$ cat src/rtl/final_pkg.sv
// Shared constants and state encoding for the FINAL host loader.
// Imported by the loader top and its timer.
package final_pkg;

  localparam int FINAL_ADDR_W   = 6;
  localparam int FINAL_DATA_W   = 32;
  localparam int FINAL_RESULT_W = 20;
  localparam int FINAL_MAX_WORDS = 64;

  typedef enum logic [2:0] {
    IDLE,
    LOAD,
    FLUSH,
    GO,
    WAIT
  } final_host_state_t;

endpackage

$ cat src/rtl/final_host_timer.sv
// Loadable up-counter with clear and terminal-count flag.
// Guards the WAIT state against a core that never finishes.
module final_host_timer #(
  parameter int W  = 12,
  parameter int TC = 4095
) (
  input  logic         clk,
  input  logic         rst_n,
  input  logic         clr,
  input  logic         load,
  input  logic [W-1:0] load_val,
  input  logic         en,
  output logic [W-1:0] count,
  output logic         tc
);

  // Clear has priority over load, load over count.
  always_ff @(posedge clk or negedge rst_n) begin
    if (!rst_n) begin
      count <= '0;
    end else if (clr) begin
      count <= '0;
    end else if (load) begin
      count <= load_val;
    end else if (en) begin
      count <= count + W'(1);
    end
  end

  assign tc = (count == W'(TC));

endmodule

$ cat src/rtl/final_host_loader.sv
// Host-side loader: streams words into SRAM port B, then
// starts the core and captures its result or times out.
module final_host_loader
  import final_pkg::*;
#(
  parameter int ADDR_W      = FINAL_ADDR_W,
  parameter int DATA_W      = FINAL_DATA_W,
  parameter int RESULT_W    = FINAL_RESULT_W,
  parameter int MAX_WORDS   = FINAL_MAX_WORDS,
  parameter int TIMEOUT_CYC = 4096
) (
  input  logic                Clk,
  input  logic                Rst_n,
  input  logic                Start,
  input  logic [ADDR_W:0]     Num_Words,
  input  logic [DATA_W-1:0]   In_Data,
  input  logic                In_Valid,
  output logic                In_Ready,
  output logic [DATA_W-1:0]   M_di32,
  output logic [ADDR_W-1:0]   M_Addr6,
  output logic                M_enb,
  output logic                M_web,
  output logic                Go_t,
  input  logic                Done_t,
  input  logic [RESULT_W-1:0] Result_t,
  output logic [RESULT_W-1:0] Result,
  output logic                Result_Valid,
  output logic                Busy,
  output logic                Timeout
);

  localparam int CNT_W = ADDR_W + 1;
  localparam int TMR_W = $clog2(TIMEOUT_CYC);
  localparam logic [CNT_W-1:0] MAXC = CNT_W'(MAX_WORDS);

  final_host_state_t state;
  logic [CNT_W-1:0]  rem;
  logic [ADDR_W-1:0] addr;
  logic [CNT_W-1:0]  req;
  logic [TMR_W-1:0]  tmr_count;
  logic              tmr_tc;

  assign req      = (Num_Words > MAXC) ? MAXC : Num_Words;
  assign In_Ready = (state == LOAD);

  final_host_timer #(
    .W  (TMR_W),
    .TC (TIMEOUT_CYC - 1)
  ) u_timer (
    .clk      (Clk),
    .rst_n    (Rst_n),
    .clr      (state == GO),
    .load     (1'b0),
    .load_val ('0),
    .en       (state == WAIT),
    .count    (tmr_count),
    .tc       (tmr_tc)
  );

  // Sequencer: state, word counter and all registered outputs.
  always_ff @(posedge Clk or negedge Rst_n) begin
    if (!Rst_n) begin
      state        <= IDLE;
      rem          <= '0;
      addr         <= '0;
      M_di32       <= '0;
      M_Addr6      <= '0;
      M_enb        <= 1'b0;
      M_web        <= 1'b0;
      Go_t         <= 1'b0;
      Result       <= '0;
      Result_Valid <= 1'b0;
      Busy         <= 1'b0;
      Timeout      <= 1'b0;
    end else begin
      M_enb        <= 1'b0;
      M_web        <= 1'b0;
      Result_Valid <= 1'b0;
      Timeout      <= 1'b0;
      unique case (state)
        IDLE: begin
          if (Start) begin
            rem   <= req;
            addr  <= '0;
            Busy  <= 1'b1;
            state <= (req != '0) ? LOAD : GO;
          end
        end
        LOAD: begin
          if (In_Valid) begin
            M_enb   <= 1'b1;
            M_web   <= 1'b1;
            M_Addr6 <= addr;
            M_di32  <= In_Data;
            addr    <= addr + ADDR_W'(1);
            rem     <= rem - CNT_W'(1);
            if (rem == CNT_W'(1)) state <= FLUSH;
          end
        end
        FLUSH: state <= GO;
        GO: begin
          Go_t  <= 1'b1;
          state <= WAIT;
        end
        WAIT: begin
          if (Done_t) begin
            Result       <= Result_t;
            Result_Valid <= 1'b1;
            Go_t         <= 1'b0;
            Busy         <= 1'b0;
            state        <= IDLE;
          end else if (tmr_tc) begin
            Timeout <= 1'b1;
            Go_t    <= 1'b0;
            Busy    <= 1'b0;
            state   <= IDLE;
          end
        end
        default: state <= IDLE;
      endcase
    end
  end

endmodule

$ cat config.mk
export PLATFORM = sky130hd
export DESIGN_NAME = final_host_loader
export DESIGN_NICKNAME = d
export VERILOG_FILES = /design/src/rtl/final_pkg.sv /design/src/rtl/final_host_timer.sv /design/src/rtl/final_host_loader.sv
export SDC_FILE = /design/constraint.sdc
export NUM_CORES = 1
export LEC_CHECK = 0
export BUFFER_PORTS_ARGS = -buffer_cell sky130_fd_sc_hd__buf_2
export CORE_UTILIZATION = 54
export DETAILED_ROUTE_END_ITERATION = 10
export GPL_TIMING_DRIVEN = 0
export HOLD_SLACK_MARGIN = 0.1
export MAX_ROUTING_LAYER = met4
export PLACE_DENSITY = 0.86
export SYNTH_ARGS = -nofsm -noshare
export SYNTH_HDL_FRONTEND = slang
export SYNTH_SLANG_ARGS = --single-unit
export TNS_END_PERCENT = 10
$ cat constraint.sdc
create_clock -name Clk -period 4 [get_ports Clk]
set_input_delay 0 -clock Clk [delete_from_list [all_inputs] [get_ports Clk]]
set_output_delay 0 -clock Clk [all_outputs]
set_load 0.01 [all_outputs]
==> results of run 1 <==
[cell type report]
class                   instances  area, µm²  share of cell area (%)
clock inverters                 3       23.8                   0.437
flip-flops and latches         91       2280                    41.9
repair buffers                195       1330                    24.5
diodes                          1       2.50                  0.0460
plain buffers                  19       82.6                    1.52
inverters                       8       30.0                   0.552
well taps                      96        120                    2.21
clock buffers                  12        145                    2.67
multi-input cells             303       1430                    26.2
[path summary, 6_finish.rpt]
check,cells after the start,slack [ps],endpoint,start
setup / recovery,9,1670,rem[6],state[1]
hold / removal,4,140,rem[3],Num_Words[6]
setup reg to reg,9,1670,rem[6],state[1]
hold reg to reg,2,480,M_di32[2],M_di32[2]
max in group asynchronous,3,3180,u_timer.count[6],Rst_n
min in group asynchronous,2,160,M_di32[22],Rst_n
[layout by cell type, fill, tap and decap left out, types with 2 or more instances in the layout]
cell / Yosys / layout
nor3b_1: 2 / 2
buf_4: 1 / 2
nor4_1: 2 / 2
a31oi_1: 2 / 2
or3_1: 4 / 4
dlygate4sd3_1: 0 / 66
ha_1: 4 / 4
nand2b_1: 3 / 3
nor2_1: 19 / 19
nand4_1: 5 / 5
dfrtp_1: 91 / 91
a211oi_1: 2 / 2
nand2_1: 195 / 195
o21ai_0: 14 / 14
inv_1: 6 / 6
clkbuf_1: 12 / 14
xor2_1: 5 / 5
or2_2: 2 / 2
nor3_1: 8 / 8
a21oi_1: 7 / 7
mux2i_1: 2 / 2
inv_2: 2 / 2
clkinvlp_4: 0 / 2
xnor2_1: 4 / 4
buf_2: 5 / 132
o22a_1: 2 / 2
nand3_1: 4 / 4
clkbuf_8: 0 / 10
[repair_timing]
action                                  in CTS  in global routing
endpoints found under the setup margin       0                  0
hold endpoints to repair                   154                  0
hold buffers                                66                  0
[sequential cells by signal, indices dropped and copies added, names as in the netlist]
register       count
Result            20
Go_t               1
Busy               1
u_timer.count     12
Timeout            1
state              3
M_di32            32
addr               6
Result_Valid       1
M_Addr6            6
rem                7
M_web              1
[through the flow]
stage | total power [mW] | hold slack, ps | utilization [%] | instance area (µm²) | cells
detailed placement | 2.17 | 18.9 | 67.8 | 4610 | 646
global placement | 2.11 | 188 | 67.4 | 4580 | 645
finish | 2.85 | 141 | 80.1 | 5440 | 728
CTS | 2.78 | 123 | 80.0 | 5440 | 727
floorplan | 1.81 | -296 | - | 3820 | 421
global route | 3.02 | 166 | 80.1 | 5440 | 728
[cells by family after synthesis]
family          Yosys count  synth area share, %
buf+inv                  27                 2.95
simple gates            250                 27.2
flops                    91                 59.7
xor+xnor                  9                 2.07
mux                       2                0.525
compound gates           38                 6.23
fa+ha+maj                 4                 1.31
[routing by layer]
metal | GRT usage, % | routed length [µm] | vias up | share of wire, %
li1 | - | - | 1768 | -
met1 | 34.7 | 4190 | 1836 | 37
met2 | 57.3 | 6150 | 194 | 54
met3 | 7.22 | 666 | 34 | 5.8
met4 | 17.3 | 375 | 0 | 3.3
met5 | - | 0 | - | 0
[worst max-delay path, stage by stage, from the launching register on]
cell and delay [ps]:
dfrtp_1 360, buf_2 160, or3b_1 370, clkbuf_2 180
inv_2 140, nand2_1 180, inv_2 190, nor2_1 130
buf_2 270, o22a_1 230
[power by group through the flow]
stage                     clock (mW)  combinational (mW)  sequential, mW
after floorplan                    0               0.423            1.39
final                          0.560               0.953            1.34
after CTS                      0.568               0.901            1.31
after detailed placement           0               0.842            1.33
after global placement             0               0.803            1.31
after global routing           0.613                1.04            1.36
==> impl_metrics.env, run 1 <==
export IMPL_wl_um=11400
export IMPL_dpl_hpwl_um=6220
export IMPL_ys_top_cells_by_area="dfrtp_1 60%, nand2_1 19%, nor2_1 1.9%"
export IMPL_cts_root_buffer="clkbuf_8"
export IMPL_hold_viol=0
export IMPL_fin_crit_sh_pct=58.2
export IMPL_ios=129
export IMPL_yosysMostFrequentCell="nand2_1"
export IMPL_drtAntennaViolNets=0
export IMPL_grt_overflow=0
export IMPL_hp_class="in -> reg"
export IMPL_fp_coreArea_um2=6790
export IMPL_syn_nets=489
export IMPL_syn_avg_cell_area_um2=9.06
export IMPL_tightest_slew_ps=933
export IMPL_required_ps=4240
export IMPL_grt_pass1_vias=3885
export IMPL_syn2layout_area_growth_pct=42.5
export IMPL_pre_cts_ws_ps=1760
export IMPL_fin_tns_setup_ps=0
export IMPL_synth_commonest_cells="195 x nand2_1, 91 x dfrtp_1, 19 x nor2_1, 14 x o21ai_0, 12 x clkbuf_1"
export IMPL_syn_cell_area_um2=3820
export IMPL_clock_latency_ps=350
export IMPL_drive_gt1_share_pct=24.7
export IMPL_p_sw_mw=1.06
export IMPL_wl_per_cell_um=15.6
export IMPL_ys_seq_elements=91
export IMPL_max_freq_mhz=430
export IMPL_skew_ps=9.72
export IMPL_drc=0
export IMPL_via_per_inst=5.26
export IMPL_synth_cell_types=43
export IMPL_synth_yosys_warnings=0
export IMPL_fillers=400
export IMPL_route_vias_total=3832
export IMPL_drv_cap=0
export IMPL_clk_path_buf_depth=2
export IMPL_critPathKind="reg -> reg"
export IMPL_grt_total_usage_pct=32.8
export IMPL_cts_sinks=91
export IMPL_grt_max_degree=52
export IMPL_yosysTopAreaCellShare_pct=59.7
export IMPL_cts_buffers=9
export IMPL_post_cts_setup_buffers=0
export IMPL_nets=695
export IMPL_p_leak_nw=2.89
export IMPL_die_h_um=86.1
export IMPL_arrival_ps=2570
export IMPL_period_needed_ps=2330
export IMPL_async_reset_ff_share_pct=100
export IMPL_synth_edff_count=0
export IMPL_setup_viol=0
export IMPL_portBuffers=128
export IMPL_yosysTopAreaCell="dfrtp_1"
export IMPL_pwr_density_cell_nw_per_um2=524
export IMPL_peakVddDrop_mv=0.283
export IMPL_rsz0062_at_grt="no"
export IMPL_yosys_most_used_dff="dfrtp_1"
export IMPL_slew_violations=0
export IMPL_first_iter_violations=239
export IMPL_fin_ws_ps=1670
export IMPL_path_max_fanout=10
export IMPL_ctsResizeCount=0
export IMPL_syn_inst=421
export IMPL_start_kind="flop"
export IMPL_seq_power_share_pct=46.9
export IMPL_firstDrtPassIters=4
export IMPL_combinationalPowerShare_pct=33.4
export IMPL_start_util_pct=56.2
export IMPL_cts_tree="built"
export IMPL_antenna_found_initial=1
export IMPL_internal_power_mw=1.79
export IMPL_row_count=30
export IMPL_relSlewSlack_pct=37.6
export IMPL_p_clk_share_pct=19.7
export IMPL_place_congestion=0.864
export IMPL_clk_pin_slew_ps=90
export IMPL_fp_dieW_um=86.1
export IMPL_p_sw_share_pct=37.2
export IMPL_yosysSeqAreaShare_pct=59.7
export IMPL_grt_pass1_wl_um=17900
export IMPL_die_area_um2=7410
export IMPL_end_kind="flop"
export IMPL_cts_max_level=3
export IMPL_status="finished clean"
No activity file was read; power rests on OpenSTA's default activity.
==> run 2, diff against run 1 <==
--- a/config.mk
+++ b/config.mk
@@ -6,12 +6,12 @@
 export NUM_CORES = 1
 export LEC_CHECK = 0
 export BUFFER_PORTS_ARGS = -buffer_cell sky130_fd_sc_hd__buf_2
-export CORE_UTILIZATION = 54
+export CORE_UTILIZATION = 50
 export DETAILED_ROUTE_END_ITERATION = 10
 export GPL_TIMING_DRIVEN = 0
 export HOLD_SLACK_MARGIN = 0.1
 export MAX_ROUTING_LAYER = met4
-export PLACE_DENSITY = 0.86
+export PLACE_DENSITY = 0.8
 export SYNTH_ARGS = -nofsm -noshare
 export SYNTH_HDL_FRONTEND = slang
 export SYNTH_SLANG_ARGS = --single-unit
==> constraint.sdc (replaced) <==
create_clock -name Clk -period 2.45 [get_ports Clk]
set_input_delay 0 -clock Clk [delete_from_list [all_inputs] [get_ports Clk]]
set_output_delay 0 -clock Clk [all_outputs]
set_load 0.01 [all_outputs]
==> impl_metrics.env, run 2 (synthesis results as in run 1) <==
export IMPL_nets=695
export IMPL_status="finished clean"
export IMPL_peakVddDrop_mv=0.475
export IMPL_final_cell_mix="195 x nand2_1, 132 x buf_2, 91 x dfrtp_1"
export IMPL_portBuffers=128
export IMPL_drv_cap=0
export IMPL_antenna_found_initial=0
export IMPL_fin_tns_setup_ps=0
export IMPL_grt_overflow=0
export IMPL_tightest_slew_ps=909
export IMPL_slowest_stage="or3b_1"
export IMPL_critPathKind="reg -> reg"
export IMPL_period_needed_ps=2270
export IMPL_firstDrtPassIters=5
export IMPL_hp_class="in -> reg"
export IMPL_relSlewSlack_pct=39.2
export IMPL_cts_buffers=9
export IMPL_critical_path_cell_chain="buf_2, or3b_1, clkbuf_2, inv_2, nand2_1, inv_4, nor2_1, buf_2, o22a_1"
export IMPL_row_count=31
export IMPL_end_kind="flop"
export IMPL_p_leak_nw=2.91
export IMPL_drive_gt1_share_pct=25.2
export IMPL_largest_register="M_di32"
export IMPL_critPathMaxStageDelay_ps=370
export IMPL_arrival_ps=2500
export IMPL_dpl_hpwl_um=6020
export IMPL_setup_viol=0
export IMPL_antenna_cells=0
export IMPL_fp_dieW_um=89.4
export IMPL_place_congestion=0.824
export IMPL_fp_coreArea_um2=7330
export IMPL_start_kind="flop"
export IMPL_via_per_inst=5.03
export IMPL_reg2reg_slack_ps=180
export IMPL_layout_commonest_cell="nand2_1"
export IMPL_power_mw=4.66
export IMPL_required_ps=2680
export IMPL_die_h_um=89.4
export IMPL_route_vias_total=3679
export IMPL_clk_path_buf_depth=2
export IMPL_grt_pass1_wl_um=15300
export IMPL_slew_violations=0
export IMPL_cts_root_buffer="clkbuf_8"
export IMPL_fin_ws_ps=182
export IMPL_post_cts_setup_buffers=0
export IMPL_fillers=494
export IMPL_drc=0
export IMPL_rsz0062_at_grt="no"
export IMPL_wl_um=10000
export IMPL_pre_cts_ws_ps=187
export IMPL_clk_pin_slew_ps=80
export IMPL_pwr_density_cell_nw_per_um2=851
export IMPL_grt_total_usage_pct=26.0
export IMPL_syn2layout_area_growth_pct=43.5
export IMPL_cts_tree="built"
export IMPL_clock_latency_ps=350
export IMPL_fin_crit_sh_pct=92.6
export IMPL_cts_sinks=91
export IMPL_wl_per_cell_um=13.7
export IMPL_cts_max_level=3
export IMPL_largest_reg_flops=32
export IMPL_drtAntennaViolNets=0
export IMPL_skew_ps=7.55
export IMPL_max_freq_mhz=441
export IMPL_path_max_fanout=10
export IMPL_ios=129
export IMPL_hold_viol=0
export IMPL_die_area_um2=7990
export IMPL_grt_pass1_vias=3464
export IMPL_first_iter_violations=216
export IMPL_cpMostUsedCell="buf_2"
export IMPL_largestRegisters="M_di32 x32, Result x20, u_timer.count x12"
export IMPL_start_util_pct=52.1
export IMPL_grt_max_degree=50
[run 2: worst paths after layout]
check                      cells after the start          endpoint         start
setup / recovery                               9            rem[6]      state[1]
hold / removal                                 4            rem[5]  Num_Words[6]
setup reg to reg                               9            rem[6]      state[1]
hold reg to reg                                2        M_di32[18]    M_di32[18]
max in group asynchronous                      3  u_timer.count[9]         Rst_n
min in group asynchronous                      2        M_di32[25]         Rst_n
[run 2: routing by layer]
metal / global-route usage [%] / vias up / share of wire (%)
li1: - / 1768 / -
met1: 30.3 / 1749 / 42
met2: 44.2 / 137 / 51
met3: 5.91 / 25 / 5.0
met4: 9.09 / 0 / 2.0
met5: - / - / 0
[run 2: final cells by class]
class / count / area [µm²] / area share (%)
Buffer: 19 / 82.6 / 1.51
Clock buffer: 10 / 138 / 2.51
Clock inverter: 6 / 63.8 / 1.17
Inverter: 8 / 32.5 / 0.594
Multi-Input combinational cell: 303 / 1430 / 26.1
Sequential cell: 91 / 2280 / 41.6
Tap cell: 99 / 124 / 2.26
Timing Repair Buffer: 195 / 1330 / 24.3
[run 2: what timing repair did]
item                                    4_1_cts  5_1_grt
endpoints found under the hold margin       154        0
resized for setup                             0        1
hold buffers                                 66        0
endpoints found under the setup margin        0        1
[run 2: worst max-delay path, delay by kind of cell (launching register included)]
kind / cells / cell delay (ps)
simple gates: 3 / 680
flops: 1 / 360
compound gates: 1 / 220
buf+inv: 5 / 880
[run 2: stage by stage]
stage | cell area, µm² | cells | hold slack, ps | util, %
CTS | 5470 | 731 | 138 | 74.7
floorplan | 3820 | 421 | -296 | -
global route | 5480 | 731 | 161 | 74.7
detailed placement | 4610 | 649 | 29.9 | 62.9
finish | 5480 | 731 | 151 | 74.7
global placement | 4580 | 648 | 188 | 62.5
[run 2: report_power, final]
group | leakage (nW) | switching (mW) | internal, mW
sequential | 1.15 | 0.266 | 1.89
combinational | 1.66 | 0.852 | 0.634
clock | 0.0987 | 0.521 | 0.500
==> run 3, diff against run 2 <==
--- a/config.mk
+++ b/config.mk
@@ -5,13 +5,13 @@
 export SDC_FILE = /design/constraint.sdc
 export NUM_CORES = 1
 export LEC_CHECK = 0
-export BUFFER_PORTS_ARGS = -buffer_cell sky130_fd_sc_hd__buf_2
-export CORE_UTILIZATION = 50
+export CORE_UTILIZATION = 60
 export DETAILED_ROUTE_END_ITERATION = 10
+export DONT_BUFFER_PORTS = 1
 export GPL_TIMING_DRIVEN = 0
 export HOLD_SLACK_MARGIN = 0.1
 export MAX_ROUTING_LAYER = met4
-export PLACE_DENSITY = 0.8
+export PLACE_DENSITY = 0.76
 export SYNTH_ARGS = -nofsm -noshare
 export SYNTH_HDL_FRONTEND = slang
 export SYNTH_SLANG_ARGS = --single-unit
==> impl_metrics.env, run 3 (synthesis results as in run 1) <==
export IMPL_cts_tree="built"
export IMPL_final_cell_mix="194 x nand2_1, 91 x dfrtp_1, 70 x dlygate4sd3_1"
export IMPL_fp_coreArea_um2=6030
export IMPL_drc=0
export IMPL_relSlewSlack_pct=43.6
export IMPL_portBuffers=0
export IMPL_die_area_um2=6680
export IMPL_wl_um=8960
export IMPL_crit_buf_inv=4
export IMPL_critPathTopFamily="buffers and inverters"
export IMPL_largest_reg_flops=32
export IMPL_critPathMaxStageDelay_ps=570
export IMPL_largest_register="M_di32"
export IMPL_syn2layout_area_growth_pct=26.8
export IMPL_fin_ws_ps=139
export IMPL_tightest_slew_ps=844
export IMPL_max_freq_mhz=433
export IMPL_grt_total_usage_pct=28.2
export IMPL_ios=129
export IMPL_met3_usage_pct=6.56
export IMPL_r2r_end="rem[4]"
export IMPL_cts_max_level=3
export IMPL_arrival_ps=2540
export IMPL_die_h_um=81.8
export IMPL_min_from="In_Valid"
export IMPL_gr_usage_met2_pct=45.5
export IMPL_via_per_inst=5.46
export IMPL_fin_tns_setup_ps=0
export IMPL_clk_path_buf_depth=2
export IMPL_reg2reg_slack_ps=140
export IMPL_hold_viol=0
export IMPL_fin_crit_sh_pct=94.3
export IMPL_start_util_pct=63.3
export IMPL_firstDrtPassIters=4
export IMPL_path_max_fanout=9
export IMPL_rr_worst_depth=8
export IMPL_largestRegisters="M_di32 x32, Result x20, u_timer.count x12"
export IMPL_busiest_layer="met2"
export IMPL_row_count=28
export IMPL_pwr_density_cell_nw_per_um2=902
export IMPL_clk_pin_slew_ps=90
export IMPL_slew_violations=0
export IMPL_clock_latency_ps=350
export IMPL_grt_util_met1_pct=34.2
export IMPL_cts_root_buffer="clkbuf_8"
export IMPL_end_kind="flop"
export IMPL_grt_pass1_wl_um=13700
export IMPL_fillers=372
export IMPL_holdPathEnd="M_web"
export IMPL_critPathKind="reg -> reg"
export IMPL_antenna_cells=0
export IMPL_pre_cts_ws_ps=166
export IMPL_status="finished clean"
export IMPL_grt_overflow=0
export IMPL_peakVddDrop_mv=0.591
export IMPL_hp_class="in -> reg"
export IMPL_required_ps=2680
export IMPL_wl_per_cell_um=15.4
export IMPL_cts_sinks=91
export IMPL_grt_pass1_vias=3069
export IMPL_r2r_start="state[1]"
export IMPL_route_vias_total=3180
export IMPL_setup_viol=0
export IMPL_start_kind="flop"
export IMPL_rsz0062_at_grt="no"
export IMPL_drtAntennaViolNets=0
export IMPL_place_congestion=0.870
export IMPL_dp_cells=496
export IMPL_dpl_hpwl_um=5210
export IMPL_cts_buffers=9
export IMPL_slowest_stage="dlygate4sd3_1"
export IMPL_p_leak_nw=2.37
export IMPL_drv_cap=0
export IMPL_skew_ps=7.73
export IMPL_fp_dieW_um=81.8
export IMPL_critical_path_cell_chain="buf_2, or3b_1, clkbuf_2, inv_2, nor2_2, a22oi_1, dlygate4sd3_1, o21ai_0"
export IMPL_grt_max_degree=92
export IMPL_stdcell_count=582
export IMPL_period_needed_ps=2310
export IMPL_first_iter_violations=209
export IMPL_antenna_found_initial=0
export IMPL_nets=571
export IMPL_min_path_cells=3
export IMPL_layout_commonest_cell="nand2_1"
export IMPL_drive_gt1_share_pct=6.51
run 3: routing by layer:
metal  wire, µm  share of wire, %  vias to the layer above
li1           -                 -                     1521
met1       3720                42                     1530
met4        179               2.0                        0
met3        535               6.0                       16
met2       4530                51                      113
met5          0                 0                        -
run 3: how the worst max path moves through the flow:
stage | slack [ps] | startpoint | cells after the start | to
after floorplan | 470 | state[1] | 9 | rem[6]
after global placement | 170 | state[1] | 9 | rem[6]
after detailed placement | 170 | state[1] | 9 | M_di32[3]
after CTS | 130 | state[1] | 9 | M_di32[4]
after global routing | 30 | state[1] | 8 | rem[3]
final | 140 | state[1] | 8 | rem[4]
run 3: cell type report:
type | instances | area [µm²] | area share [%]
sequential | 91 | 2280 | 47.1
multi-input combinational | 303 | 1430 | 29.6
timing repair buffer | 71 | 728 | 15.1
clock buffer | 9 | 124 | 2.56
tap | 75 | 93.8 | 1.94
buffer | 19 | 83.8 | 1.73
clock inverter | 6 | 66.3 | 1.37
inverter | 8 | 32.5 | 0.673
run 3: stage by stage:
stage,cell area (µm²),utilization [%],total power [mW],hold WS [ps]
after floorplan,3820,-,2.95,-296
final,4840,80.3,4.37,90.0
after global placement,3910,64.9,3.15,-293
after CTS,4830,80.1,4.34,186
after global routing,4840,80.3,4.63,105
after detailed placement,3910,64.9,3.20,-294
run 3: power by group:
part           internal [mW]  switching, mW  total, mW
Combinational          0.445          0.598       1.04
Clock                  0.467          0.520      0.987
Sequential              1.89          0.446       2.34
Total                   2.80           1.56       4.37
run 3: what timing repair did:
action,in CTS,in global routing
hold buffers,71,0
buffers inserted,0,0
resized for setup,0,5
setup endpoints to repair,0,18
endpoints found under the hold margin,160,0
run 3: worst register-to-register path, stage by stage, from the launching register on:
cell and delay, ps:
dfrtp_1 360, buf_2 160, or3b_1 380, clkbuf_2 190, inv_2 170, nor2_2 100, a22oi_1 180, dlygate4sd3_1 570
o21ai_0 80
